[src/rtl/cpa_pipe_pkg.sv]
// Shared multiplier datapath package: widths and the prefix slice bundle
// carried between the register stages of the final adder.
package cpa_pipe_pkg;

   localparam int W             = 66;
   localparam int PREFIX_LEVELS = 7;

   typedef struct packed {
      logic [W-1:0] g;
      logic [W-1:0] p;
      logic [W-1:0] p0;
      logic         cin;
      logic         valid;
   } slice_t;

endpackage

[src/rtl/cpa_pipe_pretree.sv]
// One Kogge-Stone prefix level; STAGE=k combines each bit with the
// group 2^(k-1) positions below it.
module cpa_pipe_pretree
   import cpa_pipe_pkg::*;
#(
   parameter int STAGE = 1
) (
   input  slice_t d,
   output slice_t q
);

   localparam int SPAN = 1 << (STAGE - 1);

   always_comb begin
      q = d;
      for (int i = SPAN; i < W; i++) begin
         q.g[i] = d.g[i] | (d.p[i] & d.g[i-SPAN]);
         q.p[i] = d.p[i] & d.p[i-SPAN];
      end
   end

endmodule

[src/rtl/cpa_pipe.sv]
// Pipelined Kogge-Stone carry-propagate adder with valid/ready and flush.
// Define CPA_STALL_CNT_EN to add the saturating output stall counter.
module cpa_pipe
   import cpa_pipe_pkg::*;
#(
   parameter logic [6:0] PIPE_MASK = 7'b0001000
) (
   input  logic         clock,
   input  logic         reset,
   input  logic         flush,
   input  logic         in_valid,
   output logic         in_ready,
   input  logic [W-1:0] in_a,
   input  logic [W-1:0] in_b,
   input  logic         in_cin,
   output logic         out_valid,
   input  logic         out_ready,
   output logic [W-1:0] out_sum,
   output logic         out_cout
`ifdef CPA_STALL_CNT_EN
   ,
   output logic [15:0]  stall_cnt
`endif
);

   localparam int L = PREFIX_LEVELS;
   // Bit 0 is the always-present input register.
   localparam logic [L:0] REG_MASK = {PIPE_MASK, 1'b1};

   slice_t       d_in [0:L];
   slice_t       st   [0:L];
   logic         rdy  [0:L+1];
   slice_t       fin;
   logic [W-1:0] carry;

   always_comb begin
      d_in[0].g     = in_a & in_b;
      d_in[0].p     = in_a ^ in_b;
      d_in[0].p0    = in_a ^ in_b;
      d_in[0].cin   = in_cin;
      d_in[0].valid = in_valid;
   end

   for (genvar k = 1; k <= L; k++) begin : g_lvl
      cpa_pipe_pretree #(.STAGE(k)) u_pt (
         .d (st[k-1]),
         .q (d_in[k])
      );
   end

   assign rdy[L+1] = out_ready;

   for (genvar k = 0; k <= L; k++) begin : g_slc
      if (REG_MASK[k]) begin : g_reg
         slice_t slice_d;
         slice_t slice_q;

         assign rdy[k] = !slice_q.valid | rdy[k+1];
         assign st[k]  = slice_q;

         always_comb begin
            slice_d = slice_q;
            if (rdy[k]) slice_d = d_in[k];
            if (flush) slice_d.valid = 1'b0;
         end

         always_ff @(posedge clock or posedge reset) begin
            if (reset) slice_q <= '0;
            else       slice_q <= slice_d;
         end
      end else begin : g_thru
         assign rdy[k] = rdy[k+1];
         assign st[k]  = d_in[k];
      end
   end

   assign fin   = st[L];
   assign carry = {fin.g[W-2:0] | (fin.p[W-2:0] & {(W-1){fin.cin}}),
                   fin.cin};

   assign out_sum   = fin.p0 ^ carry;
   assign out_cout  = fin.g[W-1] | (fin.p[W-1] & fin.cin);
   assign out_valid = fin.valid;
   assign in_ready  = rdy[0];

`ifdef CPA_STALL_CNT_EN
   logic [15:0] stall_cnt_d;
   logic [15:0] stall_cnt_q;

   always_comb begin
      stall_cnt_d = stall_cnt_q;
      if (out_valid && !out_ready && stall_cnt_q != 16'hFFFF)
         stall_cnt_d = stall_cnt_q + 16'd1;
   end

   always_ff @(posedge clock or posedge reset) begin
      if (reset) stall_cnt_q <= '0;
      else       stall_cnt_q <= stall_cnt_d;
   end

   assign stall_cnt = stall_cnt_q;
`endif

endmodule

[config.mk]
export PLATFORM = sky130hd
export DESIGN_NAME = cpa_pipe
export DESIGN_NICKNAME = d
export VERILOG_FILES = /design/src/rtl/cpa_pipe_pkg.sv /design/src/rtl/cpa_pipe_pretree.sv /design/src/rtl/cpa_pipe.sv
export SDC_FILE = /design/constraint.sdc
export NUM_CORES = 1
export LEC_CHECK = 0
export CORE_ASPECT_RATIO = 1.2
export CORE_UTILIZATION = 40
export CTS_BUF_LIST = sky130_fd_sc_hd__clkbuf_4
export DETAILED_ROUTE_END_ITERATION = 12
export PLACE_DENSITY = 0.7
export SETUP_SLACK_MARGIN = 0.2
export SYNTH_ARGS = -nofsm -noshare
export SYNTH_HDL_FRONTEND = slang
export SYNTH_SLANG_ARGS = --single-unit
[constraint.sdc]
create_clock -name clock -period 12.1 [get_ports clock]
set_input_delay 2.42 -clock clock [delete_from_list [all_inputs] [get_ports clock]]
set_output_delay 2.42 -clock clock [all_outputs]
set_load 0.01 [all_outputs]
==> out/metrics.cfg <==
[sta]
slew_headroom = 0.247
period_share = 0.582
tightest_slew_ns = 1.12
rsz0062_at_grt = no
finalSetupViolCount = 0
hold_violations = 0
period_minus_slack_ns = 7.04
clock.fmax_mhz = 142
worst_slack_ns = 5.06
drv_slew = 0
fin_skew_ns = 0.0685
tns_ns = 0

[die]
start_util = 0.406
dieWidth_um = 192
die_area_um2 = 44300
die_h_um = 230
core-area_um2 = 42900
num_rows = 83
num_io_pins = 207

[clocking]
cts.sinks = 333
cts_resized = 0
postCtsHoldBufs = 0
tritoncts = built
numCtsBuffers = 90
h-tree-depth = 3
cts_root_buf = clkbuf_4
post_cts_buffers = 0
clock_path_buffers = 3
path_clk_slew_ns = 0.06
insertion_delay_ns = 0.83

[synth]
synth_area_per_cell_um2 = 9.38
synthArstFlopShare = 1.00
yosysTopAreaCellShare = 0.479
ys_types = 51
yosysWarnings = 0
synth.yosys.seq_area_share = 0.479
synthesis.nets = 2060
synth_cells = 1855
ys_ff_latch = 333
syn_area_um2 = 17400
synth_top_cell_by_area = dfrtp_1
synthTopCellsByArea = dfrtp_1 48%, mux2_2 8.3%, nand2_1 7.6%, ha_1 4.8%, a21oi_1 4.4%
synth_ff_type = dfrtp_1
synth_edf_count = 0

[finish]
largest_reg_flops = 333
multi_input_area_um2 = 8400
regArea_um2 = 8330
area_delta_synth_final_pct = 20.1
drive_gt1_frac = 0.137
largest-register = g_slc.g_reg.slice_q
fill_cells = 4097
final_area_um2 = 20900
nets = 2255
top_regs = g_slc.g_reg.slice_q (333)

[global_routing]
track_usage = 0.248
grt_max_degree = 104
antenna_found_initial = 1
grt.overflow.total = 0
grt_pass1_vias = 15023
grt_pass1_wl_um = 83600
grt-busiest-layer = met2
met3_usage = 0.0523
met2_usage = 0.416
grt.met1_usage = 0.291

[placed_design]
gp_congestion = 0.947
dp_hpwl_um = 41000
port_buffers = 206
place_ws_ns = 5.02
placedInstanceArea_um2 = 19800

[power_and_ir_drop]
netSwitchingFraction = 0.322
clockPowerShare = 0.335
p_leak_uw = 0.00933
p_int_uw = 2040
ir_drop_mv = 0.0740
power.switching_uw = 972
p_per_area_nw_per_um2 = 144
power_frac_seq = 0.448
p_comb_frac = 0.218
p_total_uw = 3020

[setup_path]
r2r_cells = 6
crit_type = input port to primary output
worstSetupEndpointType = primary output
path_buf_inv = 3
start_kind = input port
crit_chain = clkdlybuf4s50_1 -> nor2b_4 -> buf_4 -> nand2_4 -> clkdlybuf4s50_1
cp_max_fo = 64
cp.depth = 5
cp_slowest_cell = clkdlybuf4s50_1
cp.arrival_ns = 4.62
required_ns = 9.68
crit_top_cell = clkdlybuf4s50_1
max_stage_delay_ns = 0.66
path_delay_family = buffers and inverters

[worst_hold_path]
worstHoldPathType = flop to flop
holdPathStages = 2

[drt]
avgRoutedWirePerCell_um = 20.5
ant_nets = 0
vias = 15225
drt-pass1-iter-count = 11
post-route-drc-count = 14
drt_first_iter_violations = 1154
wl_um = 54600
drt-vias-per-instance = 5.70

[run_status]
violations = DRC
outcome = finished, violations left

[flow_run]
cap_violations = 0

[per-layer routing]
layer | vias up | wire [µm] | share of wire
li1 | 7071 | - | -
met1 | 7373 | 20900 | 0.38
met2 | 649 | 27200 | 0.50
met3 | 132 | 3660 | 0.067
met4 | 0 | 2870 | 0.053
met5 | - | 0 | 0
[layout make-up]
cell class                      count  area share
Tap cell                          552      0.0330
Multi-Input combinational cell   1354       0.402
Inverter                           56      0.0104
Antenna cell                        1    0.000120
Clock buffer                      135      0.0485
Sequential cell                   333       0.399
Timing Repair Buffer              215       0.102
Clock inverter                     23     0.00581
[Yosys cell counts (17+ instances only)]
| library cell | count |
|---|---|
| o211ai_1 | 17 |
| mux2_2 | 129 |
| nand4_1 | 56 |
| a211oi_1 | 23 |
| o21ai_0 | 92 |
| buf_2 | 40 |
| clkbuf_1 | 60 |
| nand3_1 | 26 |
| a31oi_1 | 29 |
| xnor2_1 | 33 |
| o22ai_1 | 23 |
| dfrtp_1 | 333 |
| ha_1 | 67 |
| nand2_1 | 353 |
| a21oi_1 | 152 |
| inv_1 | 56 |
| nor2_1 | 151 |
| a21o_1 | 33 |
| nor3_1 | 29 |
| xor2_1 | 17 |
[stage by stage]
| step | hold WS [ns] | cells | util |
|---|---|---|---|
| after detailed placement | 0.458 | 2510 | 0.461 |
| after CTS | 0.472 | 2668 | 0.487 |
| after floorplan | 0.440 | 1855 | - |
| after global routing | 0.501 | 2669 | 0.487 |
| final | 0.473 | 2669 | 0.487 |
| after global placement | 0.460 | 2510 | 0.461 |
[tightest hold or removal path, stage by stage (launching register included)]
cell and delay [ns]:
dfrtp_1 0.34, nand2_1 0.05, nand2_1 0.05
[cells in the final DEF (no fill, tap or decap), types with 9 or more instances in the layout]
cell	instances
inv_1	55
a21oi_1	152
nor3_1	29
nor2_1	151
buf_4	9
a211oi_1	23
o2111ai_1	14
xnor2_1	33
a31oi_1	29
o22ai_1	23
o31ai_1	9
mux2_2	129
nand2_1	352
a21o_1	33
clkdlybuf4s50_1	206
dfrtp_1	333
a22oi_1	15
o21ai_0	92
clkbuf_4	135
ha_1	67
o211ai_1	17
nand4_1	56
nand3_1	26
a22o_1	15
xor2_1	17
clkinv_1	14
[power by group through the flow]
stage               Clock (µW)  Combinational (µW)  Sequential (µW)
detailed placement           0                 656             1370
floorplan                    0                 385             1290
global route              1090                 710             1360
CTS                       1040                 660             1350
finish                    1010                 657             1350
global placement             0                 649             1360
[final timing paths]
check                                            start                     endpoint  slack [ns]
max in group asynchronous                        reset  g_slc[0].g_reg.slice_q[170]        7.54
max                                          out_ready                     in_ready        5.06
min reg2reg                g_slc[4].g_reg.slice_q[132]  g_slc[4].g_reg.slice_q[132]        0.47
min                        g_slc[4].g_reg.slice_q[132]  g_slc[4].g_reg.slice_q[132]        0.47
min in group asynchronous                        reset    g_slc[0].g_reg.slice_q[4]        2.12
max reg2reg                  g_slc[4].g_reg.slice_q[0]   g_slc[4].g_reg.slice_q[75]        8.92
[logic make-up after synthesis]
group	count (synthesis)	share of synthesized area
and+or+nand+nor	644	0.158
xor gates and xnor gates	50	0.0252
adders and majority gates	67	0.0482
DFF	333	0.479
buffers and inverters	168	0.0398
muxes	130	0.0841
AOI/OAI and AO/OA	463	0.166
No activity file was read; power rests on OpenSTA's default activity.
